--- src/rtl/arm_hazard_scoreboard.sv ---
// Purpose: tracks in-flight register writes and derives the ID stall, the EXE forward selects and stall/wait counters.
// Latency: hazard and sel_* are combinational (zero cycles) from inputs and state; state and counters update on the clk rising edge.
// Backpressure: hazard holds IF/ID and injects a bubble; mem_wait freezes every tracked entry and forces hazard high.
module arm_hazard_scoreboard #(
    parameter int DEPTH = 3,
    parameter int REG_W = 4,
    parameter int SEL_W = 2,
    parameter int CNT_W = 16
) (
    input  logic             clk,
    input  logic             rst,
    input  logic             fwd_en,
    input  logic             flush,
    input  logic             mem_wait,
    input  logic             id_valid,
    input  logic [REG_W-1:0] id_src1,
    input  logic [REG_W-1:0] id_src2,
    input  logic             id_two_src,
    input  logic [REG_W-1:0] id_dest,
    input  logic             id_wb_en,
    input  logic             id_mem_r_en,
    output logic             hazard,
    output logic [SEL_W-1:0] sel_src1,
    output logic [SEL_W-1:0] sel_src2,
    output logic [CNT_W-1:0] stall_cnt,
    output logic [CNT_W-1:0] wait_cnt
);

    // One shadow entry per tracked stage: index 0 is EXE, 1 is MEM, 2 is WB, ...
    typedef struct packed {
        logic             valid;
        logic             wb_en;
        logic             load;
        logic [REG_W-1:0] dest;
        logic [REG_W-1:0] src1;
        logic [REG_W-1:0] src2;
        logic             two_src;
    } entry_t;

    localparam logic [CNT_W-1:0] CNT_MAX = '1;

    entry_t ent [DEPTH];
    entry_t id_entry;
    logic   dh;
    logic   issue;

    // A tracked instruction produces register s.
    function automatic logic produces(input entry_t e, input logic [REG_W-1:0] s);
        return e.valid & e.wb_en & (e.dest == s);
    endfunction

    // An entry may feed EXE: a load still in MEM has no data yet, so it is skipped.
    function automatic logic fwd_ok(input entry_t e, input logic in_mem, input logic [REG_W-1:0] s);
        return produces(e, s) & ~(in_mem & e.load);
    endfunction

    // Data hazard for the ID instruction; forwarding mode only stalls on load-use.
    always_comb begin
        dh = 1'b0;
        if (id_valid) begin
            if (fwd_en) begin
                dh = ent[0].load & (produces(ent[0], id_src1) |
                                    (id_two_src & produces(ent[0], id_src2)));
            end else begin
                // The WB stage is excluded: the register file writes before the ID read.
                for (int k = 0; k < DEPTH - 1; k++) begin
                    if (produces(ent[k], id_src1) || (id_two_src && produces(ent[k], id_src2))) begin
                        dh = 1'b1;
                    end
                end
            end
        end
    end

    // Flush cancels a data stall (the ID instruction is dead); mem_wait always stalls.
    assign hazard = (dh & ~flush) | mem_wait;
    assign issue  = id_valid & ~hazard & ~flush;

    // Fields entering EXE on the next advance; valid carries whether it really issued.
    always_comb begin
        id_entry         = '0;
        id_entry.valid   = issue;
        id_entry.wb_en   = id_wb_en;
        id_entry.load    = id_mem_r_en;
        id_entry.dest    = id_dest;
        id_entry.src1    = id_src1;
        id_entry.src2    = id_src2;
        id_entry.two_src = id_two_src;
    end

    // Forward selects for the instruction in EXE; scanning oldest to youngest lets the nearest producer win.
    always_comb begin
        sel_src1 = '0;
        sel_src2 = '0;
        if (fwd_en && ent[0].valid) begin
            for (int k = DEPTH - 1; k >= 1; k--) begin
                if (fwd_ok(ent[k], k == 1, ent[0].src1)) begin
                    sel_src1 = SEL_W'(k);
                end
                if (ent[0].two_src && fwd_ok(ent[k], k == 1, ent[0].src2)) begin
                    sel_src2 = SEL_W'(k);
                end
            end
        end
    end

    // Shadow pipeline: shift on advance, hold everything while memory waits.
    always_ff @(posedge clk or negedge rst) begin
        if (!rst) begin
            for (int k = 0; k < DEPTH; k++) begin
                ent[k] <= '0;
            end
        end else if (!mem_wait) begin
            for (int k = DEPTH - 1; k >= 1; k--) begin
                ent[k] <= ent[k-1];
            end
            ent[0] <= id_entry;
        end
    end

    // Saturating count of cycles stalled purely by a data dependency.
    always_ff @(posedge clk or negedge rst) begin
        if (!rst) begin
            stall_cnt <= '0;
        end else if (dh && !flush && !mem_wait && stall_cnt != CNT_MAX) begin
            stall_cnt <= stall_cnt + CNT_W'(1);
        end
    end

    // Saturating count of memory-wait cycles.
    always_ff @(posedge clk or negedge rst) begin
        if (!rst) begin
            wait_cnt <= '0;
        end else if (mem_wait && wait_cnt != CNT_MAX) begin
            wait_cnt <= wait_cnt + CNT_W'(1);
        end
    end

endmodule

--- config.mk ---
export PLATFORM = sky130hd
export DESIGN_NAME = arm_hazard_scoreboard
export DESIGN_NICKNAME = d
export VERILOG_FILES = /design/src/rtl/arm_hazard_scoreboard.sv
export SDC_FILE = /design/constraint.sdc
export NUM_CORES = 1
export LEC_CHECK = 0
export ABC_AREA = 1
export CORE_ASPECT_RATIO = 1.5
export CORE_MARGIN = 3
export CORE_UTILIZATION = 50
export CTS_CLUSTER_SIZE = 8
export DETAILED_ROUTE_END_ITERATION = 10
export GPL_TIMING_DRIVEN = 0
export PLACE_DENSITY = 0.76
export SYNTH_ARGS = -nofsm -noshare
export SYNTH_HDL_FRONTEND = slang
export SYNTH_SLANG_ARGS = --single-unit
--- constraint.sdc ---
create_clock -name clk -period 2.3 [get_ports clk]
set_clock_uncertainty 0.05 [all_clocks]
set_input_delay 0.345 -clock clk [delete_from_list [all_inputs] [get_ports clk]]
set_output_delay 0.345 -clock clk [all_outputs]
set_load 0.05 [all_outputs]
* Word level (Yosys, flattened, before mapping)
Index checks and enable logic that the tools add are counted. Widths: inputs -> output; s select.
Storage, ports and cells: register bits after elaboration 61, input bits 21, output and inout bits 37, logic and storage cells 74
Operators by class: add/sub/neg operators 2, equality and inequality tests 10, multiplexer cells 10, bitwise logic cells 23, reduce and logical (&&, ||, !) cells 13
Operator list (count):
- $add 16x1->16 const B | 2
- $eq 4x4->1 | 8
- $ne 16x16->1 const B | 2
- $and 1x1->1 | 18
- $mux 2 | 6
- $logic_and 1x1->1 | 9
- $mux 1 | 4
- $not 1->1 | 3
- $logic_not 1->1 | 2
- $logic_or 1x1->1 | 2
- $or 1x1->1 | 2

* Depth between registers and ports, before layout
Gate-level depths: netlist of run 1.
depth in word-level cells 13, gate-level depth with buffers 14, depth with buffers taken out 12

* Least setup slack after synthesis of run 1
Ideal clock, no wire load.
kind register to output, start point register ent[25] in the netlist's numbering, end point output port sel_src1[1], arrival 2.309 ns, data required time 1.905 ns, setup slack -0.404 ns, cell stages (with the launch flop) 6, buffers on the path 0, path through dfrtp_1 -> inv_2 -> or2_2 -> nand4_1 -> nor4_1 -> nor4_1
Between the ends: longest elaborated chain between the ends 5
Ends and longest elaborated chain:
- start, declared | line 42 | entry_t ent [DEPTH];
- start signal, assigned by index | line 115 | ent[k] <= ent[k-1];
- $eq 4x4->1 | line 49 | return e.valid & e.wb_en & (e.dest == s);
- $and 1x1->1 | line 49
- $and 1x1->1 | line 54 | return produces(e, s) & ~(in_mem & e.load);
- $mux 2 | line 97 | if (fwd_ok(ent[k], k == 1, ent[0].src1)) begin
- $mux 2 | line 95 | if (fwd_en && ent[0].valid) begin
- end, declared | line 23 | output logic [SEL_W-1:0] sel_src1,
Every way passes these cells.

* Worst setup path after layout of run 1
start point register ent[31] in the netlist's numbering, end point output port sel_src1[0]
Between the ends: longest elaborated chain between the ends 5
Ends and longest elaborated chain (line):
- $and 1x1->1 (2 in series) | 49
- $and 1x1->1 | 54
- $mux 2 | 97
- $mux 2 | 95
Every way passes these cells.

==> results.yml, run 1 <==
critical_path:
  endpoint_kind: "output port"
  worst-path-buf-inv: 2
  crit_path_end: "sel_src1[0]"
  cpPeakStageDelay_ns: 0.37
  required_ns: 1.90
  cp_slowest_cell: "dfrtp_1"
  cp_data_arrival_time_ns: 1.81
  crit_chain: "nand2_1 > or2_2 > nor4_4 > inv_1 > nor2_1 > buf_6"
  r2r-start: "wait_cnt[0]"
  r2r-end: "wait_cnt[13]"
  r2r.worst_path.cells: 9
  cp-start-kind: "flip-flop"
  cp_max_fo: 3
  critical_path_depth: 6
  cp_top_family: "simple AND/OR/NAND/NOR gates"
  r2r_slack_ns: 0.30
  path_class: "reg -> out"
  cp-startpoint: "ent[31]"
timing:
  fmax_mhz: 453
  worst_pin_slew_ns: 0.734
  period_share_pct: 95.9
  slew_headroom_pct: 51.1
  grt_setup_unrepaired: "yes"
  hold_viol: 0
  fin_hold_ws_ns: 0.0127
  setup_viol: 0
  drv_slew: 0
  post-route-min-period_ns: 2.21
power:
  p_switching_mw: 1.01
  cell_internal_pwr_mw: 2.05
  power.leakage_nw: 2.06
  power_frac_clock_pct: 32.6
  swShare_pct: 32.9
  p_per_area_nw_per_um2: 729
  combPwrFrac_pct: 24.4
  p_seq_share_pct: 43.0
  ir_drop_mv: 0.471
synth:
  syn_area_per_cell_um2: 7.93
  synth.distinct_cells: 25
  synth-edff-count: 0
  synth-seq-cells: 61
  synth-main-ff-cell: "dfrtp_1"
  yosysSeqAreaShare_pct: 46.7
  synthesis.area_um2: 3270
  ys_warn_count: 0
  async_flop_share_pct: 100
  syn-num-nets: 435
  syn_inst: 412
cells_and_area:
  finalNetCount: 504
  num_antenna_cells: 0
  fillers: 561
  syn2layout_area_growth_pct: 28.4
  layout.cells.non_filler: 560
  final_util_pct: 67.0
  multi_input_area_um2: 1590
  regArea_um2: 1530
  drive_gt1_share_pct: 9.26
route:
  vias: 2854
  met3WireLength_um: 360
  highest_layer: "met4"
  wl_met2_um: 3970
  wl_per_cell_um: 13.4
  drtAntennaViolNets: 0
  drt_iter0_drc: 124
  wl_met1_um: 3000
  viasPerCell: 5.10
  drc: 0
  first_pass_iters: 4
  wl_um: 7500
placed_design:
  gp_congestion: 0.899
  dp_hpwl_um: 5580
  port_buffers: 57
  placed_cells: 544
die:
  die_w_um: 72
  die_h_um: 105
  rows: 35
  core-area_um2: 6260
  start_util_pct: 52.2
  num_io_pins: 58
  dieArea_um2: 7560
grt:
  grt_max_degree: 32
  first_global_vias: 2823
  grt-ovfl-total: 0
  grt.total_usage_pct: 21.5
  grt_first_pass_wirelength_um: 12700
  antenna_found_initial: 0
clock_network:
  root_buffer: "clkbuf_8"
  htree_levels: 3
  cts_tree: "done"
  clock_latency_ns: 0.34
  path_clk_slew_ns: 0.07
  numCtsBuffers: 9
  cts_num_sinks: 61
  post_cts_buffers: 0
  clk_path_buf_depth: 2
outcome:
  outcome: "finished clean"
min_path:
  hold_class: "in -> async"
run:
  maxCapViolations: 0
## synth_stat cells, types with 2 or more instances
library cell | instances | area [um2]
ha_1 | 2 | 25.0
dfrtp_1 | 61 | 1530
or2_2 | 3 | 18.8
nand3_1 | 16 | 80.1
nand2_1 | 157 | 589
buf_6 | 2 | 22.5
xnor2_1 | 19 | 166
nor2_1 | 34 | 128
clkbuf_1 | 6 | 22.5
xor2_1 | 30 | 263
o21ai_0 | 24 | 120
inv_2 | 2 | 7.51
nor3_1 | 5 | 25.0
inv_1 | 29 | 109
nor4_1 | 7 | 43.8
buf_4 | 2 | 15.0
nand4_1 | 5 | 31.3
## power by group through the flow
stage               logic (mW)  registers (mW)  clock network (mW)
global route             0.810            1.33                1.08
global placement         0.723            1.33                   0
detailed placement       0.744            1.33                   0
floorplan                0.269            1.52                   0
finish                   0.746            1.31               0.996
CTS                      0.748            1.32                1.02
## per-stage QoR
stage / cell area [um2] / total power [mW] / setup TNS (ns) / worst slack, ns
2_1_floorplan: 3280 / 1.79 / 0 / 0.0974
3_3_place_gp: 3940 / 2.05 / -71.83 / -1.15
3_5_place_dp: 3960 / 2.08 / -1.67 / -0.548
4_1_cts: 4170 / 3.08 / 0 / 0.00437
5_1_grt: 4200 / 3.22 / -0.0694 / -0.0694
6_report: 4200 / 3.06 / 0 / 0.0933
## routing by layer
| metal | GRT usage (%) | vias to the layer above |
|---|---|---|
| li1 | - | 1430 |
| met1 | 25.0 | 1339 |
| met2 | 37.0 | 70 |
| met3 | 4.23 | 15 |
| met4 | 10.3 | 0 |
| met5 | 0 | - |
## kinds of logic after synthesis
family / count (synthesis) / share of synthesized area, %
simple gates: 232 / 29.5
flops: 61 / 46.7
xor+xnor: 49 / 13.1
buf+inv: 41 / 5.40
compound gates: 26 / 4.17
fa+ha+maj: 2 / 0.766
mux: 1 / 0.345
## placed cells by master (no fill, tap or decap), types with 6 or more instances in the layout
master             n
nand2_1          157
dfrtp_1           60
clkbuf_8          12
xor2_1            30
o21ai_0           24
clkdlybuf4s50_1   46
nand3_1           16
clkbuf_1           6
nor2_1            33
inv_1             28
xnor2_1           19
## worst min-delay path by stage
stage            start  endpoint  slack, ns  cells past startpoint
2_1_floorplan      rst   ent[10]    -0.0006                      0
3_3_place_gp   ent[29]   ent[29]       0.41                      2
3_5_place_dp       rst    ent[9]       0.39                      1
4_1_cts            rst    ent[9]       0.02                      1
5_1_grt            rst    ent[9]       0.05                      1
6_report           rst    ent[9]       0.01                      1
## flip-flops by register name, summed over array words and instances (netlist names)
register / count
stall_cnt: 16
wait_cnt: 16
ent: 29
## layout make-up
cell class,count,share of cell area (%)
buffer,10,1.43
multi-input combinational,310,38.0
tap,74,2.21
inverter,31,2.77
clock inverter,4,1.07
sequential,61,36.4
clock buffer,12,3.94
timing repair buffer,58,14.2
## worst register-to-register path: stages (launching register included)
cell	delay (ns)
dfrtp_1	0.42
ha_1	0.24
nand3_1	0.14
nor3_1	0.07
nand3_1	0.11
nand2_1	0.17
nor2_1	0.26
nand2_1	0.16
nor2_1	0.14
xor2_1	0.17
## repair_timing
item | in CTS | in global routing
hold buffers | 0 | 0
pin swaps | 0 | 1
resized for setup | 24 | 17
endpoints found under the setup margin | 5 | 4
No activity file was read; power rests on OpenSTA's default activity.
==> run 2, diff against run 1 <==
--- a/config.mk
+++ b/config.mk
@@ -6,6 +6,7 @@
 export NUM_CORES = 1
 export LEC_CHECK = 0
 export ABC_AREA = 1
+export ABC_CLOCK_PERIOD_IN_PS = 2300
 export CORE_ASPECT_RATIO = 1.5
 export CORE_MARGIN = 3
 export CORE_UTILIZATION = 50
==> results of run 2 <==
The final DEF is identical to that of run 1; final timing and power are the same.
==> run 3, diff against run 2 <==
--- a/config.mk
+++ b/config.mk
@@ -7,6 +7,7 @@
 export LEC_CHECK = 0
 export ABC_AREA = 1
 export ABC_CLOCK_PERIOD_IN_PS = 2300
+export CAP_MARGIN = 20
 export CORE_ASPECT_RATIO = 1.5
 export CORE_MARGIN = 3
 export CORE_UTILIZATION = 50
==> results.yml, run 3 (same netlist as run 1, synthesis figures left out) <==
outcome:
  outcome: "finished clean"
cells_and_area:
  fillers: 561
  largest_reg_flops: 29
  top_regs: "ent (29), stall_cnt (16), wait_cnt (16)"
  drive_gt1_share_pct: 9.26
  layout.cells.non_filler: 560
  num_antenna_cells: 0
  syn2layout_area_growth_pct: 28.4
  finalNetCount: 504
  layout_commonest_cell: "nand2_1"
  final_cell_mix: "157 x nand2_1, 60 x dfrtp_1, 46 x clkdlybuf4s50_1"
  regMostFlops: "ent"
critical_path:
  r2r.worst_path.cells: 9
  cp-start-kind: "flip-flop"
  path_class: "reg -> out"
  cp_max_fo: 3
  required_ns: 1.90
  r2r-end: "wait_cnt[13]"
  cp_data_arrival_time_ns: 1.81
  r2r-start: "wait_cnt[0]"
  endpoint_kind: "output port"
  r2r_slack_ns: 0.30
placed_design:
  placed_cells: 544
  port_buffers: 57
  dp_hpwl_um: 5580
  gp_congestion: 0.899
  post-place-ws_ns: -0.548
timing:
  fin_tns_setup_ns: 0
  post-route-min-period_ns: 2.21
  grt_setup_unrepaired: "yes"
  finalWorstSetupSlack_ns: 0.0933
  slew_headroom_pct: 51.1
  drv_slew: 0
  setup_viol: 0
  period_share_pct: 95.9
  fmax_mhz: 453
  hold_viol: 0
  worst_pin_slew_ns: 0.734
  fin_hold_ws_ns: 0.0127
clock_network:
  cts_hold_buf: 0
  clk_path_buf_depth: 2
  post_cts_buffers: 0
  clock_latency_ns: 0.34
  htree_levels: 3
  cts_tree: "done"
  root_buffer: "clkbuf_8"
  path_clk_slew_ns: 0.07
  cts_num_sinks: 61
  numCtsBuffers: 9
power:
  combPwrFrac_pct: 24.4
  p_switching_mw: 1.01
  power.leakage_nw: 2.06
  swShare_pct: 32.9
  ir_drop_mv: 0.471
  power_frac_clock_pct: 32.6
  cell_internal_pwr_mw: 2.05
  p_per_area_nw_per_um2: 729
  p_seq_share_pct: 43.0
route:
  drc: 0
  vias: 2854
  wl_met1_um: 3000
  drt_iter0_drc: 124
  wl_met2_um: 3970
  drtAntennaViolNets: 0
  met3WireLength_um: 360
  viasPerCell: 5.10
  highest_layer: "met4"
  wl_um: 7500
  first_pass_iters: 4
  wl_per_cell_um: 13.4
grt:
  antenna_found_initial: 0
  grt-ovfl-total: 0
  first_global_vias: 2823
  grt_first_pass_wirelength_um: 12700
  grt.total_usage_pct: 21.5
  grt_max_degree: 32
min_path:
  hold_class: "in -> async"
die:
  core-area_um2: 6260
  start_util_pct: 52.2
  die_w_um: 72
  dieArea_um2: 7560
  die_h_um: 105
  num_io_pins: 58
  rows: 35
run:
  maxCapViolations: 0
[run 3: layout make-up]
class / count / area (um2) / share of cell area (%)
plain buffers: 10 / 60.1 / 1.43
clock buffers: 12 / 165 / 3.94
clock inverters: 4 / 45.0 / 1.07
inverters: 31 / 116 / 2.77
multi-input cells: 310 / 1590 / 38.0
flip-flops and latches: 61 / 1530 / 36.4
well taps: 74 / 92.6 / 2.21
repair buffers: 58 / 594 / 14.2
[run 3: worst max path at each step]
stage	startpoint	depth (start not counted)	slack (ns)	to
6_report	ent[31]	6	0.09	sel_src1[0]
5_1_grt	ent[31]	6	-0.07	sel_src1[0]
2_1_floorplan	ent[31]	5	0.1	sel_src1[0]
3_3_place_gp	rst	1	-1.15	stall_cnt[6]
4_1_cts	fwd_en	6	0.004	sel_src1[1]
3_5_place_dp	id_src1[0]	12	-0.55	hazard
[run 3: layer usage]
layer,global-route usage [%],up-vias
li1,-,1430
met1,25.0,1339
met2,37.0,70
met3,4.23,15
met4,10.3,0
met5,0,-
[run 3: critical path, cell delays in order, from the launching register on]
cell,delay (ns)
dfrtp_1,0.37
nand2_1,0.08
or2_2,0.34
nor4_4,0.33
inv_1,0.06
nor2_1,0.11
buf_6,0.17
[run 3: metrics by stage]
stage	utilization [%]	area, um2	total power [mW]
6_report	67.0	4200	3.06
3_5_place_dp	63.2	3960	2.08
3_3_place_gp	63.0	3940	2.05
5_1_grt	67.0	4200	3.22
4_1_cts	66.6	4170	3.08
2_1_floorplan	-	3280	1.79
[run 3: power groups by stage]
stage,combinational (mW),clock [mW],sequential [mW]
floorplan,0.269,0,1.52
global placement,0.723,0,1.33
detailed placement,0.744,0,1.33
CTS,0.748,1.02,1.32
global route,0.810,1.08,1.33
finish,0.746,0.996,1.31
[run 3: what timing repair did]
action	4_1_cts	5_1_grt
endpoints found under the setup margin	5	4
gates cloned	0	0
pin swaps	0	1
gates resized for setup	24	17
